`config.mk`:
```
export PLATFORM = sky130hd
export DESIGN_NAME = pulse_dec_timer
export DESIGN_NICKNAME = d
export VERILOG_FILES = /design/src/rtl/pulse_dec_timer_pkg.sv /design/src/rtl/pulse_dec_timer_bcd_dec_digit.sv /design/src/rtl/pulse_dec_timer.sv
export SDC_FILE = /design/constraint.sdc
export NUM_CORES = 1
export LEC_CHECK = 0
export BUFFER_PORTS_ARGS = -buffer_cell sky130_fd_sc_hd__buf_2
export CORE_ASPECT_RATIO = 0.75
export CORE_MARGIN = 2
export CORE_UTILIZATION = 24
export CTS_CLUSTER_DIAMETER = 200
export DETAILED_ROUTE_END_ITERATION = 8
export PLACE_DENSITY = 0.53
export SETUP_SLACK_MARGIN = 0.2
export SKIP_CTS_REPAIR_TIMING = 1
export SLEW_MARGIN = 25
export SYNTH_ARGS = -nofsm -noshare
export SYNTH_HDL_FRONTEND = slang
export SYNTH_SLANG_ARGS = --single-unit
```
`constraint.sdc`:
```
create_clock -name i_clock -period 4.83 [get_ports i_clock]
set_input_delay 0.483 -clock i_clock [delete_from_list [all_inputs] [get_ports i_clock]]
set_output_delay 0.483 -clock i_clock [all_outputs]
set_load 0.01 [all_outputs]
```
`src/rtl/pulse_dec_timer_pkg.sv`:
```
// Shared types and constants for the BCD MM:SS countdown timer.
// Latency: n/a (package only).
// Backpressure: n/a.
//
// Contents: FSM state encoding, BCD digit width, default digit maxima,
// and a digit clamp helper used when a set value is loaded.
package pulse_dec_timer_pkg;

  localparam int BCD_W = 4;

  localparam logic [BCD_W-1:0] SEC_TENS_MAX_DEF = 4'd5;
  localparam logic [BCD_W-1:0] DIGIT_MAX_DEF    = 4'd9;

  typedef enum logic [1:0] {
    ST_IDLE  = 2'd0,
    ST_RUN   = 2'd1,
    ST_PAUSE = 2'd2,
    ST_DONE  = 2'd3
  } state_t;

  // Saturate a loaded digit to the largest value that digit may show.
  function automatic logic [BCD_W-1:0] clamp_digit(
    input logic [BCD_W-1:0] d,
    input logic [BCD_W-1:0] max
  );
    return (d > max) ? max : d;
  endfunction

endpackage

```
`src/rtl/pulse_dec_timer_bcd_dec_digit.sv`:
```
// One BCD digit of the countdown chain: decrement with wrap-to-MAX and borrow.
// Latency: combinational, zero cycles.
// Backpressure: none; result is valid whenever inputs are.
//
// Ports:
//   i_digit   current digit value
//   i_dec_en  decrement this digit (borrow from the less significant digit)
//   o_digit   next digit value
//   o_borrow  digit wrapped from 0 to MAX; decrement the next digit up
module bcd_dec_digit
  import pulse_dec_timer_pkg::*;
#(
  parameter logic [BCD_W-1:0] MAX = DIGIT_MAX_DEF
) (
  input  logic [BCD_W-1:0] i_digit,
  input  logic             i_dec_en,
  output logic [BCD_W-1:0] o_digit,
  output logic             o_borrow
);

  always_comb begin
    o_digit  = i_digit;
    o_borrow = 1'b0;
    if (i_dec_en) begin
      if (i_digit == '0) begin
        o_digit  = MAX;
        o_borrow = 1'b1;
      end else begin
        o_digit  = i_digit - 4'd1;
      end
    end
  end

endmodule

```
`src/rtl/pulse_dec_timer.sv`:
```
// BCD MM:SS countdown timer: one decrement per qualified pulse, alarm on expiry.
// Latency: data/done/alarm update one cycle after the controlling input.
// Backpressure: none; every pulse in RUN is consumed, pulses elsewhere are dropped.
//
// Ports:
//   i_clock, i_reset (async, active-low)
//   i_pulse            tick enable, one decrement per high cycle in RUN
//   i_load, i_load_min, i_load_sec  load BCD set value (clamped per digit)
//   i_start, i_stop, i_ack          run / pause / acknowledge alarm
//   o_data  {min_tens, min_ones, sec_tens, sec_ones}
//   o_running (RUN, combinational), o_done (expiry strobe), o_alarm (DONE level)
module pulse_dec_timer
  import pulse_dec_timer_pkg::*;
#(
  parameter int unsigned      ALARM_PULSES = 8,
  parameter logic [BCD_W-1:0] SEC_TENS_MAX = SEC_TENS_MAX_DEF,
  parameter logic [BCD_W-1:0] DIGIT_MAX    = DIGIT_MAX_DEF
) (
  input  logic        i_clock,
  input  logic        i_reset,
  input  logic        i_pulse,
  input  logic        i_load,
  input  logic [7:0]  i_load_min,
  input  logic [7:0]  i_load_sec,
  input  logic        i_start,
  input  logic        i_stop,
  input  logic        i_ack,
  output logic [15:0] o_data,
  output logic        o_running,
  output logic        o_done,
  output logic        o_alarm
);

  localparam logic [7:0] L_ALARM_PULSES = ALARM_PULSES[7:0];

  state_t      r_state, w_state_nxt;
  logic [15:0] r_data,  w_data_nxt;
  logic        r_done,  w_done_nxt;
  logic        r_alarm, w_alarm_nxt;
  logic [7:0]  r_cnt,   w_cnt_nxt;

  logic [15:0] w_dec_data;
  logic [15:0] w_load_val;
  logic [3:0]  w_borrow;
  logic        w_unused_borrow;
  logic [7:0]  w_cnt_inc;

  // Borrow chain: seconds-ones always decrements when the result is used;
  // each higher digit only moves when the one below wraps.
  bcd_dec_digit #(.MAX(DIGIT_MAX)) u_sec_ones (
    .i_digit (r_data[3:0]),   .i_dec_en (1'b1),
    .o_digit (w_dec_data[3:0]),   .o_borrow (w_borrow[0])
  );
  bcd_dec_digit #(.MAX(SEC_TENS_MAX)) u_sec_tens (
    .i_digit (r_data[7:4]),   .i_dec_en (w_borrow[0]),
    .o_digit (w_dec_data[7:4]),   .o_borrow (w_borrow[1])
  );
  bcd_dec_digit #(.MAX(DIGIT_MAX)) u_min_ones (
    .i_digit (r_data[11:8]),  .i_dec_en (w_borrow[1]),
    .o_digit (w_dec_data[11:8]),  .o_borrow (w_borrow[2])
  );
  bcd_dec_digit #(.MAX(DIGIT_MAX)) u_min_tens (
    .i_digit (r_data[15:12]), .i_dec_en (w_borrow[2]),
    .o_digit (w_dec_data[15:12]), .o_borrow (w_borrow[3])
  );

  // The top digit can never borrow: 00:00 leaves RUN before it is decremented.
  assign w_unused_borrow = w_borrow[3];

  assign w_load_val = {clamp_digit(i_load_min[7:4], DIGIT_MAX),
                       clamp_digit(i_load_min[3:0], DIGIT_MAX),
                       clamp_digit(i_load_sec[7:4], SEC_TENS_MAX),
                       clamp_digit(i_load_sec[3:0], DIGIT_MAX)};

  assign w_cnt_inc = r_cnt + 8'd1;

  always_comb begin
    w_state_nxt = r_state;
    w_data_nxt  = r_data;
    w_done_nxt  = 1'b0;
    w_alarm_nxt = r_alarm;
    w_cnt_nxt   = r_cnt;

    if (i_load) begin
      w_state_nxt = ST_IDLE;
      w_data_nxt  = w_load_val;
      w_alarm_nxt = 1'b0;
      w_cnt_nxt   = '0;
    end else begin
      case (r_state)
        ST_IDLE, ST_PAUSE: begin
          // stop outranks start even where stop itself has no effect
          if (!i_stop && i_start && (r_data != '0)) begin
            w_state_nxt = ST_RUN;
          end
        end
        ST_RUN: begin
          if (i_stop) begin
            w_state_nxt = ST_PAUSE;
          end else if (i_pulse) begin
            w_data_nxt = w_dec_data;
            if (w_dec_data == '0) begin
              w_state_nxt = ST_DONE;
              w_done_nxt  = 1'b1;
              w_alarm_nxt = 1'b1;
              w_cnt_nxt   = '0;
            end
          end
        end
        ST_DONE: begin
          if (i_ack) begin
            w_state_nxt = ST_IDLE;
            w_alarm_nxt = 1'b0;
            w_cnt_nxt   = '0;
          end else if (i_pulse) begin
            if (w_cnt_inc == L_ALARM_PULSES) begin
              w_state_nxt = ST_IDLE;
              w_alarm_nxt = 1'b0;
              w_cnt_nxt   = '0;
            end else begin
              w_cnt_nxt   = w_cnt_inc;
            end
          end
        end
        default: begin
          w_state_nxt = ST_IDLE;
        end
      endcase
    end
  end

  always_ff @(posedge i_clock or negedge i_reset) begin
    if (!i_reset) begin
      r_state <= ST_IDLE;
      r_data  <= '0;
      r_done  <= 1'b0;
      r_alarm <= 1'b0;
      r_cnt   <= '0;
    end else begin
      r_state <= w_state_nxt;
      r_data  <= w_data_nxt;
      r_done  <= w_done_nxt;
      r_alarm <= w_alarm_nxt;
      r_cnt   <= w_cnt_nxt;
    end
  end

  assign o_data    = r_data;
  assign o_running = (r_state == ST_RUN);
  assign o_done    = r_done;
  assign o_alarm   = r_alarm;

endmodule

```
Word-level counts from Yosys, hierarchy flattened
Index checks and enable logic that the tools add are counted.
Storage, ports and cells
  register bits after elaboration: 28
  output and inout port bits: 19
Cells by class
  $add $sub $neg: 5
  magnitude comparators: 4
  equal/unequal tests: 13
  multiplexer cells: 50
  reduce and logical (&&, ||, !) cells: 18
Operators by type and width (count)
  $mux 16: 4
  $mux 8: 7
  $mux 4: 11
  $mux 1: 17
  $logic_not 16->1: 1
  $logic_not 4->1: 4
  $mux 2: 8
  $pmux 8 s2: 1
  $reduce_bool 16->1: 1
  $sub 4x1->4 const B: 4
  $gt 4x4->1 const B: 3
  $ne 4x4->1 const B: 3
  $reduce_and 5->1: 2
  $ne 3x3->1 const B: 3
  $add 8x1->8 const B: 1
  $eq 8x4->1 const B: 1
  $pmux 2 s3: 1
  $reduce_and 6->1: 1
  $eq 2x2->1 const B: 2
  $gt 4x3->1 const B: 1
  $ne 4x3->1 const B: 1
  $reduce_bool 2->1: 2
  $ne 3x2->1 const B: 1
  $reduce_and 3->1: 1
  8 further kinds: 9

Longest topological paths before layout
  word-level depth: 11
  mapped depth: 8

By module
Synthesis repeated with hierarchy kept, for this count alone.
Second synthesis, totals
  cells, all modules: 205
  area total of the unflattened synthesis: 1854.3 um2
By module, submodules not included
  pulse_dec_timer: instances 1, cells an instance 163, area an instance 1559.0 um2, sequential area each 700.7 um2
  bcd_dec_digit at u_min_ones ...: instances 3, cells an instance 11, area an instance 78.8 um2, sequential area each 0.0 um2
  bcd_dec_digit at u_sec_tens: instances 1, cells an instance 9, area an instance 58.8 um2, sequential area each 0.0 um2

Least setup slack after synthesis
Ideal clock, no wire load.
  kind: register -> register
  from: reg r_data[1] (netlist: o_data[1])
  to: reg r_data[8] (netlist: o_data[8])
  setup time: 0.139 ns
  arrival: 1.958 ns
  required time: 4.691 ns
  slack: 2.733 ns
  stages on the path, launching flop included: 7
  path buffers: 1
  period minus slack after synthesis: 2.097 ns
  path through: dfrtp_1 -> or4_1 -> or3_1 -> buf_2 -> o31a_1 -> nor3_1 -> a31oi_1
Between the ends
  longest elaborated chain between the ends: 8
RTL lines
  start, declared: line pulse_dec_timer.sv:37  | logic [15:0] r_data, w_data_nxt;
  start signal, assigned: line pulse_dec_timer.sv:141  | r_data <= w_data_nxt;
  $logic_not 4->1: line pulse_dec_timer_bcd_dec_digit.sv:25  | if (i_digit == '0) begin
  $mux 1: line pulse_dec_timer_bcd_dec_digit.sv:25
  $mux 1: line pulse_dec_timer_bcd_dec_digit.sv:24  | if (i_dec_en) begin
  $mux 4: line pulse_dec_timer_bcd_dec_digit.sv:24
  $mux 16: line pulse_dec_timer.sv:100  | end else if (i_pulse) begin
  $mux 16: line pulse_dec_timer.sv:98  | if (i_stop) begin
  $mux 16: line pulse_dec_timer.sv:90  | case (r_state)
  $mux 16: line pulse_dec_timer.sv:84  | if (i_load) begin
Every way passes these cells. The select of a mux whose other input is x is not followed.
A chain may end at the register's enable or synchronous reset.

Worst setup path in the final report
  from: reg r_data[1] (netlist: o_data[1])
  to: reg r_cnt[0]
Between the ends
  longest elaborated chain between the ends: 8
  elaborated cells between the ends (all ways): 12
  classes of those cells: 1 x add/sub; 1 x eq/ne; 7 x mux; 3 x reduce/logical
RTL lines
  $logic_not 4->1: line pulse_dec_timer_bcd_dec_digit.sv:25
  $mux 1: line pulse_dec_timer_bcd_dec_digit.sv:25
  $mux 1 (2 in a row): line pulse_dec_timer_bcd_dec_digit.sv:24
  $mux 4: line pulse_dec_timer_bcd_dec_digit.sv:24
  $logic_not 16->1 *: line pulse_dec_timer.sv:102  | if (w_dec_data == '0) begin
  $ne 3x2->1 (no source line) *
  $reduce_and 5->1 (no source line) *
  end signal, assigned: line pulse_dec_timer.sv:144  | r_cnt <= w_cnt_nxt;
  end, declared: line pulse_dec_timer.sv:40  | logic [7:0] r_cnt, w_cnt_nxt;
Mark *: on every way between the ends. The rest lies on a longest branch, timed or not.

==> results.sh <==
export IMPL_nNetsFinal=257
export IMPL_cellPowerDensity_nw_per_um2=252
export IMPL_die_x_um=102
export IMPL_fin_area_um2=2070
export IMPL_setup_tns_final_ps=0
export IMPL_fmax_mhz=454
export IMPL_avgViaCountPerCell=4.61
export IMPL_multi_input_area_um2=967
export IMPL_cts_tree="built"
export IMPL_synth_avg_cell_area_um2=8.97
export IMPL_synth_distinct_cells=49
export IMPL_track_usage_pct=11.6
export IMPL_seq_area_frac_synth_pct=40.7
export IMPL_maxCapViolations=0
export IMPL_finalWirelength_um=4360
export IMPL_ios=42
export IMPL_row_count=26
export IMPL_area_growth_syn_to_layout_pct=20.3
export IMPL_clk_latency_ps=280
export IMPL_synth_nets=217
export IMPL_crit_type="register to register"
export IMPL_synth_edf_count=0
export IMPL_dominantRegCellSynth="dfrtp_1"
export IMPL_diodes=0
export IMPL_worst_setup_path_end_kind="register"
export IMPL_clock_path_buffers=2
export IMPL_drive_above_1_share_pct=23.4
export IMPL_syn_inst=192
export IMPL_placed_cells=325
export IMPL_ir_drop_mv=0.109
export IMPL_hold_violations=0
export IMPL_final_core_util_pct=30.1
export IMPL_syn_area_um2=1720
export IMPL_grt_overflow=0
export IMPL_ant_nets=0
export IMPL_arrival_ps=2400
export IMPL_ys_ff_latch=28
export IMPL_clkTransAtPathRegs_ps=100
export IMPL_finalCritPeriodShare_pct=45.6
export IMPL_numCtsBuffers=3
export IMPL_p_leak_uw=0.000891
export IMPL_place_hpwl_um=3290
export IMPL_drt_pre_antenna_iters=4
export IMPL_layoutNonFillerInstCount=329
export IMPL_required_ps=5030
export IMPL_ys_warn_count=0
export IMPL_vias=1516
export IMPL_clock_sinks=28
export IMPL_drc=0
export IMPL_outcome="completed"
export IMPL_slew_headroom_pct=55.9
export IMPL_timing_hold_ws_ps=224
export IMPL_worstMarginPinSlew_ps=662
export IMPL_final_cell_mix="41 x buf_2, 28 x dfrtp_1, 22 x nand2_1"
export IMPL_grt_pass1_wl_um=7290
export IMPL_async_flop_share_pct=100
export IMPL_rsz0062_at_grt="false"
export IMPL_grt_pass1_vias=1429
export IMPL_drtIter0Drc=55
export IMPL_gp_routability_congestion=0.812
export IMPL_layout_commonest_cell="buf_2"
export IMPL_place_area_um2=2020
export IMPL_fillers=767
export IMPL_finalSetupViolCount=0
export IMPL_cp_max_fo=13
export IMPL_hp_class="input pin to asynchronous set/reset pin"
export IMPL_coreArea_um2=6900
export IMPL_cts_root_buf="clkbuf_8"
export IMPL_start_util_pct=25.0
export IMPL_slew_viol_final=0
export IMPL_cp_start_kind="register"
export IMPL_wl_per_cell_um=13.3
export IMPL_h_tree_depth=1
export IMPL_grt_max_degree=29
export IMPL_seq_area_um2=701
export IMPL_antenna_found_initial=0
export IMPL_min_period_ps=2200
export IMPL_numPortBuffers=41
export IMPL_final_setup_skew_ps=3.61
export IMPL_die_area_um2=7880
export IMPL_die_height_um=77.4
## worst max-delay path, cell delays in order (launching register included)
cell and delay [ps]:
dfrtp_1 440, or4_1 650, nor4_4 220, nand4_1 130, a31o_2 370, nand2b_1 160
o21ai_0 150
## logic make-up after synthesis
| family | share of synthesized area (%) |
|---|---|
| xor gates and xnor gates | 4.07 |
| buffers and inverters | 3.20 |
| DFF | 40.7 |
| and+or+nand+nor | 28.5 |
| muxes | 4.14 |
| AOI/OAI and AO/OA | 17.9 |
| adders and majority gates | 1.45 |
## stage by stage
| step | setup slack (ps) | total power, µW |
|---|---|---|
| floorplan | 2730 | 336 |
| global placement | 2540 | 379 |
| detailed placement | 2510 | 381 |
| CTS | 2620 | 534 |
| global route | 2440 | 556 |
| finish | 2630 | 522 |
## path summary, 6_finish.rpt
check	end	slack [ps]	from	cells after the start
worst max-delay path	r_cnt[0]$_DFFE_PN0P_	2630	o_data[1]$_DFFE_PN0P_	6
min in group i_clock	o_data[9]$_DFFE_PN0P_	420	i_load_min[1]	3
worst max register to register	r_cnt[0]$_DFFE_PN0P_	2630	o_data[1]$_DFFE_PN0P_	6
worst min register to register	o_alarm$_DFFE_PN0P_	500	o_alarm$_DFFE_PN0P_	2
max in group asynchronous	r_state[1]$_DFFE_PN0P_	4180	i_reset	1
worst min-delay path	r_cnt[2]$_DFFE_PN0P_	220	i_reset	1
## cell type report
| type | instances | area share (%) |
|---|---|---|
| multi-input combinational | 152 | 46.7 |
| sequential | 28 | 33.8 |
| timing repair buffer | 41 | 9.90 |
| tap | 98 | 5.91 |
| clock buffer | 4 | 2.66 |
| inverter | 6 | 1.09 |
## cells in the mapped netlist (2+ instances only)
library cell	number	area share, %
dfrtp_1	28	41
nand2_1	22	4.8
o21ai_0	15	4.4
nor2_1	14	3.1
o21ai_1	9	2.6
a21oi_1	7	2.0
inv_1	6	1.3
mux2i_1	6	3.5
nor3_1	6	1.7
nor2b_1	5	1.8
xnor2_1	5	2.5
and2_1	4	1.5
nand2b_1	4	1.5
nor3b_1	4	1.7
a31oi_1	3	1.1
clkbuf_1	3	0.65
nand3_1	3	0.87
nor4_1	3	1.1
o31ai_1	3	1.3
or3_1	3	1.1
xor2_1	3	1.5
a21o_1	2	0.87
buf_2	2	0.58
ha_1	2	1.5
nand3b_1	2	0.87
nand4_1	2	0.73
nor4_4	2	2.5
o22ai_1	2	0.73
or4_1	2	0.87
## registers in the layout, indices dropped and copies added, names as in the netlist
name,cells
r_state,2
r_cnt,8
o_data,16
o_done,1
o_alarm,1
## layer usage
layer	track usage (%)	up-vias	share of wire, %
met4	2.00	0	0.67
met3	2.43	2	3.0
met1	18.5	710	55
met2	16.2	27	41
li1	-	777	-
met5	0	-	0
## where the power goes
group	total (µW)	internal (µW)	switching (µW)
Clock	147	73.1	74.2
Sequential	273	250	23.2
Combinational	101	43.8	57.5
Power figures use the tool's default switching activity.
